`config.mk`:
```
export PLATFORM = sky130hd
export DESIGN_NAME = pipe_ctrl_flat
export DESIGN_NICKNAME = d
export VERILOG_FILES = /design/src/rtl/pipe_ctrl_if.sv /design/src/rtl/pipe_ctrl.sv /design/src/flat_wrapper.sv
export SDC_FILE = /design/constraint.sdc
export NUM_CORES = 1
export LEC_CHECK = 0
export ABC_AREA = 1
export BUFFER_PORTS_ARGS = -buffer_cell sky130_fd_sc_hd__buf_2
export CORE_UTILIZATION = 45
export DETAILED_ROUTE_END_ITERATION = 12
export PLACE_DENSITY = 0.68
export SETUP_SLACK_MARGIN = 0.2
export SYNTH_ARGS = -nofsm -noshare
export SYNTH_HDL_FRONTEND = slang
export SYNTH_SLANG_ARGS = --single-unit
```
`constraint.sdc`:
```
create_clock -name clk -period 1.8 [get_ports clk]
set_input_delay 0.36 -clock clk [delete_from_list [all_inputs] [get_ports clk]]
set_output_delay 0.36 -clock clk [all_outputs]
set_load 0.05 [all_outputs]
```
`src/rtl/pipe_ctrl_if.sv`:
```
// -----------------------------------------------------------------------------
// pipe_ctrl_if
// Bundles the signals between the five-stage pipeline datapath and its
// hazard / flush controller.
//
// Pipeline -> controller (hazard sources):
//   Rs_ID, Rt_ID, Uses_Rt_ID   register usage of the instruction in ID
//   MemRead_Ex, Rd_dst_Ex      load in Ex and its destination register
//   Branch_taken               branch resolved taken in Ex
//   Jump_ID                    jump decoded in ID
//   MD_start_Ex                mult/div in Ex issues to the MD unit
//   MFHL_ID                    ID instruction reads HI/LO
// Controller -> pipeline (control):
//   Keep_PC, Keep_IF_ID        hold the front end
//   Reset_IF_ID, Reset_ID_Ex   insert bubbles
//   MD_busy, MD_done           MD unit status
//   Stall_cnt, Flush_cnt       saturating performance counters
//
// Modports: master = pipeline datapath, slave = pipe_ctrl.
// -----------------------------------------------------------------------------
interface pipe_ctrl_if #(
  parameter int unsigned CNT_W = 16
);

  logic [4:0]       Rs_ID;
  logic [4:0]       Rt_ID;
  logic             Uses_Rt_ID;
  logic             MemRead_Ex;
  logic [4:0]       Rd_dst_Ex;
  logic             Branch_taken;
  logic             Jump_ID;
  logic             MD_start_Ex;
  logic             MFHL_ID;

  logic             Keep_PC;
  logic             Keep_IF_ID;
  logic             Reset_IF_ID;
  logic             Reset_ID_Ex;
  logic             MD_busy;
  logic             MD_done;
  logic [CNT_W-1:0] Stall_cnt;
  logic [CNT_W-1:0] Flush_cnt;

  modport master (
    output Rs_ID, Rt_ID, Uses_Rt_ID, MemRead_Ex, Rd_dst_Ex,
           Branch_taken, Jump_ID, MD_start_Ex, MFHL_ID,
    input  Keep_PC, Keep_IF_ID, Reset_IF_ID, Reset_ID_Ex,
           MD_busy, MD_done, Stall_cnt, Flush_cnt
  );

  modport slave (
    input  Rs_ID, Rt_ID, Uses_Rt_ID, MemRead_Ex, Rd_dst_Ex,
           Branch_taken, Jump_ID, MD_start_Ex, MFHL_ID,
    output Keep_PC, Keep_IF_ID, Reset_IF_ID, Reset_ID_Ex,
           MD_busy, MD_done, Stall_cnt, Flush_cnt
  );

endinterface

```
`src/rtl/pipe_ctrl.sv`:
```
// -----------------------------------------------------------------------------
// pipe_ctrl
// Hazard and flush controller for a five-stage pipeline with a multi-cycle
// multiply/divide unit.
//
//   - Load-use hazard: a load in Ex whose (non-zero) destination is read by the
//     instruction in ID stalls the front end for one cycle.
//   - MD hazard: while the MD unit is busy, an ID instruction reading HI/LO or
//     a new mult/div in Ex is stalled.
//   - A taken branch flushes IF/ID and ID/Ex and overrides every stall.
//   - A jump in ID flushes IF/ID only, and only when nothing else is happening.
//   - A two-state FSM tracks MD occupancy (MD_CYCLES cycles) and pulses MD_done
//     for one cycle on completion.
//   - Stall and flush cycles are counted in saturating CNT_W-bit counters.
//
// Ports:
//   clk    single clock, rising edge
//   rst_n  asynchronous active-low reset
//   bus    pipe_ctrl_if.slave, see the interface file for the signal list
// Parameters:
//   MD_CYCLES  MD unit occupancy in cycles (2..255)
//   CNT_W      width of the performance counters, must match bus CNT_W
// -----------------------------------------------------------------------------
module pipe_ctrl #(
  parameter int unsigned MD_CYCLES = 32,
  parameter int unsigned CNT_W     = 16
) (
  input  logic        clk,
  input  logic        rst_n,
  pipe_ctrl_if.slave  bus
);

  typedef enum logic {
    IDLE_RUN = 1'b0,
    MD_WAIT  = 1'b1
  } state_t;

  // The counter starts at MD_CYCLES-1 and the FSM leaves MD_WAIT on the cycle
  // it reads zero, giving exactly MD_CYCLES cycles of occupancy.
  localparam logic [7:0]       MD_LOAD = 8'(MD_CYCLES - 1);
  localparam logic [CNT_W-1:0] CNT_MAX = '1;

  state_t           r_state;
  logic [7:0]       r_md_cnt;
  logic             r_md_done;
  logic [CNT_W-1:0] r_stall_cnt;
  logic [CNT_W-1:0] r_flush_cnt;

  logic             w_md_busy;
  logic             w_lu;
  logic             w_mh;
  logic             w_stall;
  logic             w_jump_flush;
  logic             w_flush_evt;

  // ---------------------------------------------------------------------------
  // Hazard detection (combinational, same-cycle response)
  // ---------------------------------------------------------------------------
  assign w_md_busy = (r_state == MD_WAIT);

  // Register 0 is hard-wired to zero, so a load targeting it never creates a
  // real dependency.
  assign w_lu = bus.MemRead_Ex
              & (bus.Rd_dst_Ex != 5'd0)
              & ((bus.Rd_dst_Ex == bus.Rs_ID)
                 | (bus.Uses_Rt_ID & (bus.Rd_dst_Ex == bus.Rt_ID)));

  assign w_mh = w_md_busy & (bus.MFHL_ID | bus.MD_start_Ex);

  // A taken branch kills the instructions that would have been held, so the
  // stall is suppressed rather than merely out-prioritised.
  assign w_stall = (w_lu | w_mh) & ~bus.Branch_taken;

  // A stalled jump stays in ID and is flushed on the cycle it finally proceeds.
  assign w_jump_flush = bus.Jump_ID & ~w_stall & ~bus.Branch_taken;
  assign w_flush_evt  = bus.Branch_taken | w_jump_flush;

  assign bus.Keep_PC     = w_stall;
  assign bus.Keep_IF_ID  = w_stall;
  assign bus.Reset_IF_ID = bus.Branch_taken | w_jump_flush;
  assign bus.Reset_ID_Ex = bus.Branch_taken | w_stall;

  assign bus.MD_busy   = w_md_busy;
  assign bus.MD_done   = r_md_done;
  assign bus.Stall_cnt = r_stall_cnt;
  assign bus.Flush_cnt = r_flush_cnt;

  // ---------------------------------------------------------------------------
  // MD occupancy FSM
  // A branch in MD_WAIT does not abort the unit, and an MD_start_Ex seen in
  // MD_WAIT is a stalled instruction, not a restart.
  // ---------------------------------------------------------------------------
  // NOTE: state registers use non-blocking assignment so every flop samples the
  // pre-edge values; blocking here would make ordering within the block matter.
  always_ff @(posedge clk or negedge rst_n) begin
    if (!rst_n) begin
      r_state   <= IDLE_RUN;
      r_md_cnt  <= 8'd0;
      r_md_done <= 1'b0;
    end else begin
      r_md_done <= 1'b0;
      case (r_state)
        IDLE_RUN: begin
          if (bus.MD_start_Ex) begin
            r_state  <= MD_WAIT;
            r_md_cnt <= MD_LOAD;
          end
        end
        MD_WAIT: begin
          if (r_md_cnt == 8'd0) begin
            r_state   <= IDLE_RUN;
            r_md_done <= 1'b1;
          end else begin
            r_md_cnt <= r_md_cnt - 8'd1;
          end
        end
        default: begin
          r_state  <= IDLE_RUN;
          r_md_cnt <= 8'd0;
        end
      endcase
    end
  end

  // ---------------------------------------------------------------------------
  // Saturating performance counters
  // ---------------------------------------------------------------------------
  always_ff @(posedge clk or negedge rst_n) begin
    if (!rst_n) begin
      r_stall_cnt <= '0;
      r_flush_cnt <= '0;
    end else begin
      if (w_stall && (r_stall_cnt != CNT_MAX)) begin
        r_stall_cnt <= r_stall_cnt + CNT_W'(1);
      end
      if (w_flush_evt && (r_flush_cnt != CNT_MAX)) begin
        r_flush_cnt <= r_flush_cnt + CNT_W'(1);
      end
    end
  end

endmodule

```
`src/flat_wrapper.sv`:
```
// flat-port wrapper written by rule: the top's interface ports become plain ports
module pipe_ctrl_flat 
#(
  parameter int unsigned MD_CYCLES = 32,
  parameter int unsigned CNT_W     = 16
)
  (clk, rst_n, bus_Rs_ID, bus_Rt_ID, bus_Uses_Rt_ID, bus_MemRead_Ex, bus_Rd_dst_Ex, bus_Branch_taken, bus_Jump_ID, bus_MD_start_Ex, bus_MFHL_ID, bus_Keep_PC, bus_Keep_IF_ID, bus_Reset_IF_ID, bus_Reset_ID_Ex, bus_MD_busy, bus_MD_done, bus_Stall_cnt, bus_Flush_cnt);
  pipe_ctrl_if #(.CNT_W(CNT_W)) bus_i ();
  input  logic clk;
  input  logic rst_n;
  input wire logic [$bits(bus_i.Rs_ID)-1:0] bus_Rs_ID;
  input wire logic [$bits(bus_i.Rt_ID)-1:0] bus_Rt_ID;
  input wire logic [$bits(bus_i.Uses_Rt_ID)-1:0] bus_Uses_Rt_ID;
  input wire logic [$bits(bus_i.MemRead_Ex)-1:0] bus_MemRead_Ex;
  input wire logic [$bits(bus_i.Rd_dst_Ex)-1:0] bus_Rd_dst_Ex;
  input wire logic [$bits(bus_i.Branch_taken)-1:0] bus_Branch_taken;
  input wire logic [$bits(bus_i.Jump_ID)-1:0] bus_Jump_ID;
  input wire logic [$bits(bus_i.MD_start_Ex)-1:0] bus_MD_start_Ex;
  input wire logic [$bits(bus_i.MFHL_ID)-1:0] bus_MFHL_ID;
  output wire logic [$bits(bus_i.Keep_PC)-1:0] bus_Keep_PC;
  output wire logic [$bits(bus_i.Keep_IF_ID)-1:0] bus_Keep_IF_ID;
  output wire logic [$bits(bus_i.Reset_IF_ID)-1:0] bus_Reset_IF_ID;
  output wire logic [$bits(bus_i.Reset_ID_Ex)-1:0] bus_Reset_ID_Ex;
  output wire logic [$bits(bus_i.MD_busy)-1:0] bus_MD_busy;
  output wire logic [$bits(bus_i.MD_done)-1:0] bus_MD_done;
  output wire logic [$bits(bus_i.Stall_cnt)-1:0] bus_Stall_cnt;
  output wire logic [$bits(bus_i.Flush_cnt)-1:0] bus_Flush_cnt;
  assign bus_i.Rs_ID = bus_Rs_ID;
  assign bus_i.Rt_ID = bus_Rt_ID;
  assign bus_i.Uses_Rt_ID = bus_Uses_Rt_ID;
  assign bus_i.MemRead_Ex = bus_MemRead_Ex;
  assign bus_i.Rd_dst_Ex = bus_Rd_dst_Ex;
  assign bus_i.Branch_taken = bus_Branch_taken;
  assign bus_i.Jump_ID = bus_Jump_ID;
  assign bus_i.MD_start_Ex = bus_MD_start_Ex;
  assign bus_i.MFHL_ID = bus_MFHL_ID;
  assign bus_Keep_PC = bus_i.Keep_PC;
  assign bus_Keep_IF_ID = bus_i.Keep_IF_ID;
  assign bus_Reset_IF_ID = bus_i.Reset_IF_ID;
  assign bus_Reset_ID_Ex = bus_i.Reset_ID_Ex;
  assign bus_MD_busy = bus_i.MD_busy;
  assign bus_MD_done = bus_i.MD_done;
  assign bus_Stall_cnt = bus_i.Stall_cnt;
  assign bus_Flush_cnt = bus_i.Flush_cnt;
  pipe_ctrl #(.MD_CYCLES(MD_CYCLES), .CNT_W(CNT_W)) u_core (.clk(clk), .rst_n(rst_n), .bus(bus_i));
endmodule
```
==> impl_metrics.json <==
{
  "synthToLayoutAreaGrowth_pct": 34.0,
  "fin_setup_tns_ns": 0,
  "mostFrequentLayoutCells": "nand2_1 (95), buf_2 (48), nand3_1 (44), inv_1 (31), dfrtp_1 (22)",
  "initial_core_util_pct": 47.5,
  "via_count": 2673,
  "antenna_found_initial": 0,
  "yosys_warnings": 0,
  "cts-hold-fix-buffers": 0,
  "synthCells": 365,
  "synth_adder_area_share_pct": 1.40,
  "synth_top_family_by_area": "simple AND/OR/NAND/NOR gates",
  "power_density_nw_per_um2": 786,
  "maxCapViolCount": 0,
  "first_global_vias": 2557,
  "maxSlewViolCount": 0,
  "wl_met3_um": 327,
  "drive_gt1_share_pct": 37.5,
  "final_cells": 517,
  "slew_headroom_pct": 63.4,
  "cts_root_buf": "clkbuf_8",
  "place.gp.congestion": 0.923,
  "fin_nets": 470,
  "fin_util_pct": 63.7,
  "start_kind": "input pin",
  "crit_path_end_kind": "primary output",
  "path_class": "input pin to primary output",
  "drt_iter0_markers": 134,
  "clk_pin_slew_ns": 0.09,
  "final_common_cell": "nand2_1",
  "post-route-period-util_pct": 94.0,
  "finClkSkew_ns": 0.00837,
  "wl_per_cell_um": 13.3,
  "place_inst": 497,
  "syn_area_sq_um": 2680,
  "chipHeight_um": 79.2,
  "antenna_cells": 0,
  "hold_violations": 0,
  "yosysUniqueCellTypes": 31,
  "cts_tree": "yes",
  "synthMuxAreaShare_pct": 0,
  "cp.arrival_ns": 1.33,
  "tightest_slew_ns": 0.548,
  "grt_pass1_wl_um": 11400,
  "cp_max_fo": 3,
  "synth_compound_area_share_pct": 3.50,
  "ys_ff_latch": 42,
  "clockBufferDepth": 2,
  "period_minus_slack_ns": 1.69,
  "design.core.area_sq_um": 5640,
  "grt.total_usage_pct": 22.8,
  "top_layer_used": "met4",
  "placementRows": 27,
  "hold-worst-slack_ns": 0.122,
  "m1WireLength_um": 2980,
  "yosys.area.top_type": "dfrtp_1",
  "vdd_drop_max_mv": 0.945,
  "drc": 0,
  "cts.sinks": 42,
  "hold_path.class": "input pin to asynchronous set/reset pin",
  "finalSetupViolations": 0,
  "synthXorXnorAreaFrac_pct": 9.79,
  "yosys-top-cells-area": "dfrtp_1 (39%), nand2_1 (17%), nand3_1 (9.1%), xor2_1 (6.2%), inv_1 (5.0%)",
  "critPathRequiredTime_ns": 1.44,
  "synth_top_area_share_pct": 39.2,
  "seq_area_frac_synth_pct": 39.2,
  "fillers": 484,
  "port_buffers": 60,
  "htreeDepth": 2,
  "p_leak_nw": 1.83,
  "grt_overflow": 0,
  "antenna_left": 0,
  "dieArea_sq_um": 6270,
  "synth-simple-area-share_pct": 37.7,
  "dpl.hpwl_um": 4570,
  "syn_avg_cell_area_sq_um": 7.35,
  "fmax_mhz": 591,
  "grt_max_degree": 43,
  "drtPass1Iterations": 4,
  "insertion_delay_ns": 0.30,
  "rsz0062_at_grt": "yes",
  "die_w_um": 79.2,
  "synth_nets": 391,
  "met2_length_um": 3470,
  "viasPerCell": 5.17,
  "outcome": "complete, no violations",
  "cts_made_buffers": 5,
  "drt-total-wl_um": 6890,
  "ios": 61
}
-- cell usage after synthesis --
cell type	count
a21boi_1	1
a21oi_1	1
a21oi_2	1
a22oi_1	1
buf_2	3
buf_4	2
buf_6	2
buf_8	1
clkbuf_1	1
dfrtp_1	42
ha_1	3
inv_1	36
inv_2	5
nand2_1	118
nand2_2	1
nand2_8	1
nand2b_4	1
nand3_1	49
nand3_2	1
nand3b_1	4
nand4_1	9
nor2_1	23
nor2_4	1
nor3_1	9
nor3_2	2
nor4_1	3
o21ai_0	9
o21ai_1	4
or2_2	1
xnor2_1	11
xor2_1	19
-- sequential cells by signal, summed over array words and instances, names as in the netlist --
name and count:
u_core.r_md_cnt 8, u_core.bus.MD_done 1, u_core.bus.Stall_cnt 16, u_core.bus.Flush_cnt 16, u_core.bus.MD_busy 1
-- layer usage --
layer | global-route usage [%] | vias to the layer above
met5 | 0 | -
met4 | 7.09 | 0
met3 | 4.02 | 13
met2 | 39.9 | 78
met1 | 28.3 | 1253
li1 | - | 1329
-- worst max-delay path, stage by stage --
cell	delay, ns
buf_2	0.09
inv_2	0.03
nand2_1	0.07
nand2_2	0.05
nor2_2	0.09
nand3_1	0.08
nand2_1	0.09
nand2_2	0.08
a21oi_4	0.20
buf_6	0.19
-- final cells by class --
type                       instances  area [sq um]  area share (%)
tap                               72          90.1            2.51
sequential                        42          1080            29.9
inverter                          41           159            4.42
timing repair buffer              78           526            14.6
clock buffer                       8          90.1            2.51
multi-input combinational        276          1650            46.0
-- worst paths after layout --
path	slack, ns	start	cells after the start	end
worst max-delay path	0.11	bus_Rt_ID[0]	10	bus_Keep_IF_ID
worst min-delay path	0.12	rst_n	2	u_core.r_md_cnt[6]
worst max register to register	0.20	u_core.bus.Flush_cnt[0]	8	u_core.bus.Flush_cnt[2]
worst min register to register	0.52	u_core.bus.Stall_cnt[15]	2	u_core.bus.Stall_cnt[15]
max in group asynchronous	1.26	rst_n	2	u_core.bus.Flush_cnt[2]
min in group clk	0.49	bus_MD_start_Ex	3	u_core.r_md_cnt[4]
-- timing repair --
| action | CTS | global route |
|---|---|---|
| endpoints found under the setup margin | 23 | 42 |
| pin swaps | 12 | 20 |
| cloned | 3 | 1 |
| endpoints found under the hold margin | 0 | 0 |
| gates resized for setup | 33 | 42 |
| setup buffers | 0 | 8 |
-- cell families after synthesis --
group	count (synthesis)
compound gates	17
xor+xnor	30
fa+ha+maj	3
buf+inv	50
flops	42
simple gates	223
-- per-stage QoR --
| step | worst slack [ns] | area [sq um] | power, mW |
|---|---|---|---|
| 6_report | 0.109 | 3590 | 2.82 |
| 5_1_grt | 0.0380 | 3590 | 2.96 |
| 4_1_cts | 0.0940 | 3400 | 2.78 |
| 3_5_place_dp | -0.0595 | 3160 | 2.11 |
| 3_3_place_gp | -0.0279 | 3160 | 2.09 |
| 2_1_floorplan | 0.0412 | 2780 | 1.87 |
-- where the power goes --
group          switching (mW)  leakage [nW]  internal (mW)
clock network           0.340        0.0455          0.314
logic                   0.635          1.25          0.321
registers               0.166         0.531           1.05
total                    1.14          1.83           1.68
(Power assumes the default switching activity.)
